$ cat config.mk
export PLATFORM = sky130hd
export DESIGN_NAME = mix_columns_engine
export DESIGN_NICKNAME = d
export VERILOG_FILES = /design/src/rtl/mix_columns_engine.sv
export SDC_FILE = /design/constraint.sdc
export NUM_CORES = 1
export LEC_CHECK = 0
export CORE_MARGIN = 2
export CORE_UTILIZATION = 25
export CTS_BUF_LIST = sky130_fd_sc_hd__clkbuf_2 sky130_fd_sc_hd__clkbuf_4 sky130_fd_sc_hd__clkbuf_8
export CTS_CLUSTER_SIZE = 28
export DETAILED_ROUTE_END_ITERATION = 16
export DONT_BUFFER_PORTS = 1
export GPL_ROUTABILITY_DRIVEN = 0
export PLACE_DENSITY_LB_ADDON = 0.15
export SLEW_MARGIN = 20
export SYNTH_ARGS = -nofsm -noshare
export SYNTH_HDL_FRONTEND = slang
export SYNTH_SLANG_ARGS = --single-unit
$ cat constraint.sdc
create_clock -name clk -period 6.7 [get_ports clk]
set_input_delay 1.34 -clock clk [delete_from_list [all_inputs] [get_ports clk]]
set_output_delay 1.34 -clock clk [all_outputs]
set_load 0.03 [all_outputs]
$ cat src/rtl/mix_columns_engine.sv
// Iterative AES MixColumns / InvMixColumns engine: LANES columns per beat,
// 4/LANES beats per 128-bit block, valid/ready on both sides.
module mix_columns_engine #(
  parameter int          LANES = 1,
  parameter logic [7:0]  POLY  = 8'h1b
) (
  input  logic         clk,
  input  logic         rst,
  input  logic         in_valid,
  output logic         in_ready,
  input  logic [127:0] in_data,
  input  logic         in_inv,
  output logic         out_valid,
  input  logic         out_ready,
  output logic [127:0] out_data,
  output logic [1:0]   fsm_state
);

  // Handshake: a transfer happens on a rising edge where valid and ready are
  // both high; a source holds valid and its payload stable until that edge.

  if (!(LANES == 1 || LANES == 2 || LANES == 4)) begin : g_bad_lanes
    $error("mix_columns_engine: LANES must be 1, 2 or 4");
  end

  localparam int         BEATS  = 4 / LANES;
  localparam logic [1:0] LAST   = 2'(BEATS - 1);
  localparam logic [1:0] LANE_W = 2'(LANES);

  typedef enum logic [1:0] {IDLE = 2'd0, BUSY = 2'd1, DONE = 2'd2} state_t;

  state_t            state_q;
  logic [1:0]        col_cnt;
  logic              mode_q;
  logic [3:0][31:0]  work_q;
  logic [3:0][31:0]  work_nxt;
  logic [1:0]        slot;

  function automatic logic [7:0] xtime(input logic [7:0] x);
    return {x[6:0], 1'b0} ^ (POLY & {8{x[7]}});
  endfunction

  function automatic logic [31:0] mix_col(input logic [31:0] col, input logic inv);
    logic [7:0] s  [4];
    logic [7:0] x2 [4];
    logic [7:0] x4 [4];
    logic [7:0] x8 [4];
    logic [7:0] m3 [4];
    logic [7:0] m9 [4];
    logic [7:0] mb [4];
    logic [7:0] md [4];
    logic [7:0] me [4];
    logic [31:0] res;
    res = '0;
    for (int i = 0; i < 4; i++) begin
      s[i]  = col[31-8*i -: 8];
      x2[i] = xtime(s[i]);
      x4[i] = xtime(x2[i]);
      x8[i] = xtime(x4[i]);
      m3[i] = x2[i] ^ s[i];
      m9[i] = x8[i] ^ s[i];
      mb[i] = x8[i] ^ x2[i] ^ s[i];
      md[i] = x8[i] ^ x4[i] ^ s[i];
      me[i] = x8[i] ^ x4[i] ^ x2[i];
    end
    // Row r uses the circulant matrix rotated right by r.
    for (int r = 0; r < 4; r++) begin
      if (inv)
        res[31-8*r -: 8] = me[r] ^ mb[(r+1)%4] ^ md[(r+2)%4] ^ m9[(r+3)%4];
      else
        res[31-8*r -: 8] = x2[r] ^ m3[(r+1)%4] ^ s[(r+2)%4] ^ s[(r+3)%4];
    end
    return res;
  endfunction

  // Column c lives in work_q[3-c], so the slot index is the bitwise inverse.
  always_comb begin
    work_nxt = work_q;
    slot     = '0;
    for (int l = 0; l < LANES; l++) begin
      slot           = ~(col_cnt * LANE_W + 2'(l));
      work_nxt[slot] = mix_col(work_q[slot], mode_q);
    end
  end

  always_ff @(posedge clk) begin
    if (rst) begin
      state_q   <= IDLE;
      in_ready  <= 1'b1;
      out_valid <= 1'b0;
      col_cnt   <= '0;
      mode_q    <= 1'b0;
      work_q    <= '0;
    end else begin
      case (state_q)
        IDLE: begin
          if (in_valid) begin
            work_q   <= in_data;
            mode_q   <= in_inv;
            col_cnt  <= '0;
            in_ready <= 1'b0;
            state_q  <= BUSY;
          end
        end
        BUSY: begin
          work_q  <= work_nxt;
          col_cnt <= col_cnt + 2'd1;
          if (col_cnt == LAST) begin
            out_valid <= 1'b1;
            state_q   <= DONE;
          end
        end
        DONE: begin
          if (out_ready) begin
            out_valid <= 1'b0;
            in_ready  <= 1'b1;
            state_q   <= IDLE;
          end
        end
        default: begin
          out_valid <= 1'b0;
          in_ready  <= 1'b1;
          state_q   <= IDLE;
        end
      endcase
    end
  end

  assign out_data  = work_q;
  assign fsm_state = state_q;

endmodule
# Yosys cells after proc, flatten, opt, wreduce, memory -nomap -nowiden

Index checks and enable logic that the tools add are counted.

Div/mod/pow operators: 0
Multiply operators: 0
Equal/unequal tests: 6
Bitwise logic cells: 67
Magnitude comparators: 2
Add/sub/neg operators: 1
Reductions and logical operators: 8
Shifts and indexed selects: 0
Muxes and demuxes: 23

Operators with widths:

| cell                | number |
|---|---|
| $xor 8x8->8         | 52 |
| $pmux 128 s2        | 1 |
| $bwmux 128          | 1 |
| $mux 128            | 1 |
| $xor 8x5->8         | 12 |
| $bmux 32 s2         | 1 |
| $demux 32 s2        | 1 |
| $mux 32             | 2 |
| $mux 8              | 4 |
| $reduce_and 3->1    | 3 |
| $mux 2              | 4 |
| $ne 2x2->1 const B  | 3 |
| $pmux 1 s3          | 2 |
| $pmux 2 s3          | 1 |
| $eq 2x2->1 const B  | 2 |
| $mux 1              | 4 |
| $pmux 2 s2          | 1 |
| $reduce_and 2->1    | 2 |
| $lt 2x3->1 const B  | 1 |
| $add 2x1->2 const B | 1 |
| $eq 2x1->1 const B  | 1 |
| $ge 2x1->1 const B  | 1 |
| $logic_not 2->1     | 1 |
| $not 1->1           | 2 |
| other kinds (3)     | 3 |

Output and inout port bits: 132
Input bits: 133
Word-level logic and storage cells: 116
Bits in latches: 0
Memories: 0
ROM bits: 0
Register bits: 135
Memory bits (writable): 0

# Depth between registers and ports, before layout

Word-level depth: 14
Depth in mapped cells: 13
Gate-level depth less buffers: 8

# Worst setup path after synthesis

No wires, ideal clock.

Path kind: register to register
From: reg col_cnt[0]
To: reg work_q (netlist bit out_data[100])
Library setup time: 0.070 ns
Setup slack: 3.551 ns
Data required time: 6.630 ns
Clock period less this slack: 3.149 ns
Buffers on the path: 2
Stages on the path, launching flop included: 11
Arrival time: 3.079 ns
Cell sequence: dfxtp_1 -> buf_6 -> buf_12 -> mux4_2 -> xnor3_2 -> xnor3_2 -> xnor2_2 -> xnor2_1 -> and3_1 -> o21ai_1 -> a21oi_1

Word-level cells in the longest chain between the ends: 14
Elaborated cells between the ends (all ways): 37
Classes of those cells: 2 x order compare; 7 x mux; 27 x bitwise; 1 x reduce/logical

RTL lines:

| what                                         | line   | text |
|---|---|---|
| from (decl)                                  | 33     | `logic [1:0] col_cnt;` |
| from (signal assigned)                       | 107    | `col_cnt <= col_cnt + 2'd1;` |
| $not 2->2 *                                  | 81     | `slot = ~(col_cnt * LANE_W + 2'(l));` |
| $bmux 32 s2                                  | 82     | `work_nxt[slot] = mix_col(work_q[slot], mode_q);` |
| $mux 32 (implied by the code)                | 82     |  |
| $xor 8x5->8 (3 in series)                    | 40     | `return {x[6:0], 1'b0} ^ (POLY & {8{x[7]}});` |
| $xor 8x8->8 (on tied branches) (2 in series) | 64, 62 |  |
| $xor 8x8->8 (3 in series)                    | 69     | `res[31-8*r -: 8] = me[r] ^ mb[(r+1)%4] ^ md[(r+2)%4] ^ m9[(r+3)%4];` |
| $mux 8                                       | 68     | `if (inv)` |
| $bwmux 128 *                                 | 82     |  |
| $pmux 128 s2 *                               | 95     | `case (state_q)` |
| to (signal assigned)                         | 98     | `work_q <= in_data;` |
| to (signal assigned)                         | 106    | `work_q <= work_nxt;` |
| to (decl)                                    | 35     | `logic [3:0][31:0] work_q;` |

Mark *: on every way between the ends. The rest lies on a longest branch, timed or not. The select of a mux whose other input is x is not followed.
A chain may end at the register's enable or synchronous reset.

# Final worst setup path

From: reg col_cnt[0]
To: reg work_q (netlist bit out_data[36])

Same word-level chain as after synthesis.

==> results.md <==
- Crit Path Category: reg2reg
- Final worst clock skew: 27.5 ps
- Drt first pass iters: 5
- Number of global-route vias before repair: 7214
- Worst path buffer plus inverter count: 1
- All-Layer GR Usage: 19.4%
- M1 wire length: 15.2 mm
- Total gr overflow: 0
- Clock transition at the registers of the reported paths: 80 ps
- Die height: 191 µm
- CP startpoint kind: flop
- Most used cell, CP: xnor2_2
- CTS Hold Bufs: 0
- Metal2 WL: 17.3 mm
- # Post-CTS Setup Buffers: 0
- Mean cell area of the mapped netlist: 9.75 µm²
- Number of diodes: 0
- Pin count of the biggest net entering global routing: 140
- Unique masters post-synth: 41
- Clock buffer depth: 2
- Commonest non-fill, non-tap cell in the layout: dfxtp_1
- RSZ-0062 raised after global routing: no
- Die width: 191 µm
- Peak VDD IR: 209 µV
- Status: complete, no violations
- Worst-Margin Slew: 971 ps
- Post-Synthesis Cells: 901
- CP max FO: 21
- DRC: 0
- WP data required: 7090 ps
- Post-synthesis sequential area ratio: 30.8%
- Resized cells post-CTS: 0
- Setup TNS: 0 ps
- Slew Viols, Final: 0
- Detail Route Antenna Nets: 0
- Final hold vios: 0
- Post-synthesis mux area share: 9.03%
- Crit end category: flop
- Clk_lat worst skew: 480 ps
- # setup viols final: 0
- Via count: 6925
- First-pass GRT wire length: 51.3 mm
- Final hold slack: 681 ps
- Initial Util: 25.4%
- Cell area power density: 561 nW/µm²
- Critical-path cell list: buf_4 > mux4_2 > xnor2_2 > xnor3_2 > xnor2_2 > xnor2_1 > and3_1 > o21ai_1 > a21oi_1
- Hold Crit Class: reg2reg
- LEAKAGE: 3.22 nW
- Vias per Instance: 5.23
- CTS tree: done
- Minimum clock period: 4050 ps
- Port buffer count: 0
- CP max stage cell: mux4_2
- Synth Area in Compound Gates: 20.7%
- CTS buffer count: 17
- Die area: 36600 µm²
- Final WL: 35.7 mm
- Commonest cells after routing, fill and taps aside: dfxtp_1 (132), a22oi_1 (121), a21oi_1 (113)
- Initial antenna violation count: 1
- EDFF count, synth: 0
- Largest family of logic cells by synthesized area: XOR/XNOR gates
- Core area: 34500 µm²
- Top routing layer in use: met5
- #FFs+latches synth: 135
- Slowest stage delay, CP: 700 ps
- Area share of fa/ha/maj cells after synthesis: 0.570%
- Ys Warns: 0
- Root Buffer: clkbuf_8
- Asr flop ratio synth: 0%
- Area Overhead vs Synth: 8.60%
- DR WL met3: 2.50 mm
- H-tree levels: 4
- Num rows: 68
- Fmax: 247 MHz
- Xor/xnor cell area share of the yosys netlist: 26.7%
- Initial drt markers: 490
- Synthesized cell area: 8780 µm²
- Max_cap viols: 0
- Nets: 992
- IO Count: 265
- Final Cycle Share: 60.4%
- Cell family with most CP delay: XOR/XNOR gates
- Crit path DAT: 4430 ps
- Simple logic cell fraction of the synthesized area: 7.74%
- CTS Sinks: 135
- Worst slew margin: 35.1%
- Layout cells sized above 1: 14.2%
- Primary FF master, synth: dfxtp_1
- Syn Nets: 1038
- Dpl hpwl: 25.6 mm
- Wire per inst: 27.0 µm
[per-layer routing]
layer / track usage (%) / vias up
met2: 31.6 / 265
met4: 5.89 / 2
met1: 25.1 / 3459
met5: 0 / -
met3: 5.10 / 35
li1: - / 3164
[power breakdown]
group	switching [mW]	total, mW	internal, mW
registers	0.313	1.21	0.900
clock network	0.358	0.722	0.364
logic	1.90	3.42	1.52
[kinds of logic (layout without fill, tap and decap cells)]
logic type	count (synthesis)	after routing
adder cells (fa/ha/maj)	4	4
flip-flops	135	135
buffers and inverters	81	48
multiplexers	38	38
AO/OA/AOI/OAI	287	287
XOR/XNOR	193	193
AND/OR/NAND/NOR	163	163
[Yosys cell counts (5+ instances only)]
library cell	number	area share [%]
buf_4	5	0.43
o21ai_0	5	0.28
nand2b_1	7	0.50
a21oi_1	113	6.4
dfxtp_1	135	31
nor2_1	29	1.2
a22oi_1	121	10
nand2_1	108	4.6
o21ai_1	16	0.91
a21oi_2	5	0.50
o22ai_1	16	1.1
xnor3_1	20	5.1
mux2i_1	5	0.57
xnor2_1	102	10
xnor3_2	5	1.4
clkbuf_1	54	2.3
nand4_1	8	0.57
mux4_2	32	8.2
xnor2_2	16	3.0
a221oi_1	8	0.80
xor2_1	37	3.7
buf_2	12	0.68
xor3_1	5	1.4
[layout make-up]
| cell class | count | area [µm²] |
|---|---|---|
| multi-input combinational | 685 | 5720 |
| clock inverter | 11 | 124 |
| inverter | 2 | 7.51 |
| timing repair buffer | 14 | 125 |
| sequential | 135 | 2710 |
| clock buffer | 21 | 283 |
| tap | 455 | 569 |
| fill | 3748 | 25000 |
[final timing paths]
| check | from | to | slack (ps) | cells past startpoint |
|---|---|---|---|---|
| worst max register to register | col_cnt[0]$_SDFFE_PP0P_ | out_data[36]$_SDFFE_PP0P_ | 2650 | 9 |
| worst min-delay path | out_valid$_SDFFE_PP0P_ | out_valid$_SDFFE_PP0P_ | 680 | 2 |
| worst max-delay path | col_cnt[0]$_SDFFE_PP0P_ | out_data[36]$_SDFFE_PP0P_ | 2650 | 9 |
| worst min register to register | out_valid$_SDFFE_PP0P_ | out_valid$_SDFFE_PP0P_ | 680 | 2 |
[flip-flops by register name, summed over array words and instances, names as in the netlist]
signal and flops:
col_cnt 2, fsm_state 2, in_ready 1, mode_q 1, out_data 128, out_valid 1
[worst min-delay path, cell delays in order, from the launching register on]
cell and delay, ps:
dfxtp_1 430, a21oi_1 170, nor2_1 50
[metrics by stage]
| step | instance area, µm² | std cells | util [%] | power [mW] | setup WS, ps |
|---|---|---|---|---|---|
| finish | 9540 | 1323 | 27.6 | 5.35 | 2650 |
| global route | 9540 | 1323 | 27.6 | 5.66 | 2400 |
| CTS | 9540 | 1323 | 27.6 | 5.39 | 2590 |
| detailed placement | 9130 | 1291 | 26.4 | 4.64 | 2590 |
| global placement | 9100 | 1290 | 26.4 | 4.68 | 2660 |
| floorplan | 8780 | 901 | - | 3.83 | 3550 |
(Power assumes the default switching activity.)
==> RTL change, RTL diff (same flow settings) <==
Make the reset (`rst`) asynchronous in one clocked block.
--- a/src/rtl/mix_columns_engine.sv
+++ b/src/rtl/mix_columns_engine.sv
@@ -83,7 +83,7 @@
     end
   end
 
-  always_ff @(posedge clk) begin
+  always_ff @(posedge clk or posedge rst) begin
     if (rst) begin
       state_q   <= IDLE;
       in_ready  <= 1'b1;
Formal check against the unedited RTL: not equivalent (a bounded check fails within 4 cycles, from zero or initial values and one cycle with rst high; the reset may be asserted at any time).
==> RTL change against the unedited design <==
  * Final area increased by 4.0%
  * Count of clock-buffer cells in the layout fell by 2
  * Area after synthesis up 4.5%
  * Die area rose by 4.4%
  * Maximum frequency down 5.0%
  * Sequential cell count stayed put
  * Sequential share of layout area rose by 5.7 points
  * Critical path depth fell by 1
  * Worst setup slack worse by 0.21 ns
  * Routed wire length up 0.35%
  * Critical endpoint is now out_data[107]
  * Largest cell class unchanged
  * Highest routed layer is now met4
Power is not shown: default switching activity piles up to over one toggle a cycle in this logic, so the estimate is an artifact.
==> RTL change: results (changes against the unedited design) <==
Tightest Pin Transition=0.871 ns (-0.0999 ns); total track usage=18.8% (-0.61 points); status=complete, no violations; WHS Endpoint=in_ready; Critical-path top delay cell=dfrtp_2; Clock Pin Slew Worst Setup and Hold Paths=0.10 ns (+0.02 ns); final clock skew=0.0244 ns (-0.00309 ns); syn_nets=926 (-11%); Crit Path Max Fanout=26 (+24%); Synth area leaders=dfrtp_1 37%, xnor2_1 12%, a22oi_1 10%; Seq/Total Area, Yosys=36.8% (+6.0 points); hold path depth=1 (-1); fillers=3785 (+0.99%); worst reg2reg endpoint=out_data[107]; worst r2r src=col_cnt[0]; Synth cell types=37 (-9.8%); total wire length=35800 um (+0.35%); ratio of cells with drive above 1 in the final layout=15.3% (+1.2 points); Final #Nets=887 (-11%); vias in the first global route=6842 (-5.2%); Post-synth ARST share=100% (+100 points); Iter 0 DRT Violations=446 (-9.0%); Detail Placement HPWL=26100 um (+2.1%); R2R cell count=8 (-1); slowest cell delay on critical path=0.89 ns (+0.19 ns)
## RTL change: cell count changes after synthesis, sizes merged, moves of 21 or more
cell	before	now
dfxtp	135	0
dfrtp	0	134
o21ai	21	130
a21oi	118	18
nand2	108	13
xnor2	122	143
## RTL change: logic make-up after synthesis
kind of cell               share of synthesized area [%]
AOI/OAI and AO/OA                                   18.8
xor gates and xnor gates                            28.4
DFF                                                 36.8
buffers and inverters                               4.73
muxes                                               9.05
and+or+nand+nor                                     1.59
adders and majority gates                          0.545
## RTL change: per-layer routing
layer | up-vias | GRT usage [%] | wire length, um
li1 | 2817 | - | -
met1 | 3414 | 24.3 | 15500
met2 | 220 | 31.9 | 17900
met3 | 34 | 4.40 | 1940
met4 | 0 | 4.50 | 561
met5 | - | 0 | 0
## RTL change: area by class of cell
class	instances	area, um^2	area share, %
Tap cell	468	586	5.90
Timing Repair Buffer	15	113	1.14
Inverter	5	23.8	0.240
Multi-Input combinational cell	576	5420	54.6
Sequential cell	135	3380	34.1
Clock inverter	13	146	1.48
Antenna cell	1	2.50	0.0252
Clock buffer	19	249	2.51
## RTL change: metrics by stage
| step | area [um^2] | util [%] | setup WS, ns | hold WS [ns] | cells |
|---|---|---|---|---|---|
| after floorplan | 9180 | - | 1.75 | 0.617 | 789 |
| after global placement | 9520 | 26.2 | 2.46 | 0.627 | 1199 |
| after detailed placement | 9520 | 26.2 | 2.44 | 0.628 | 1199 |
| after CTS | 9920 | 27.3 | 2.39 | 0.643 | 1231 |
| after global routing | 9920 | 27.3 | 2.24 | 0.660 | 1231 |
| final | 9920 | 27.3 | 2.44 | 0.638 | 1232 |
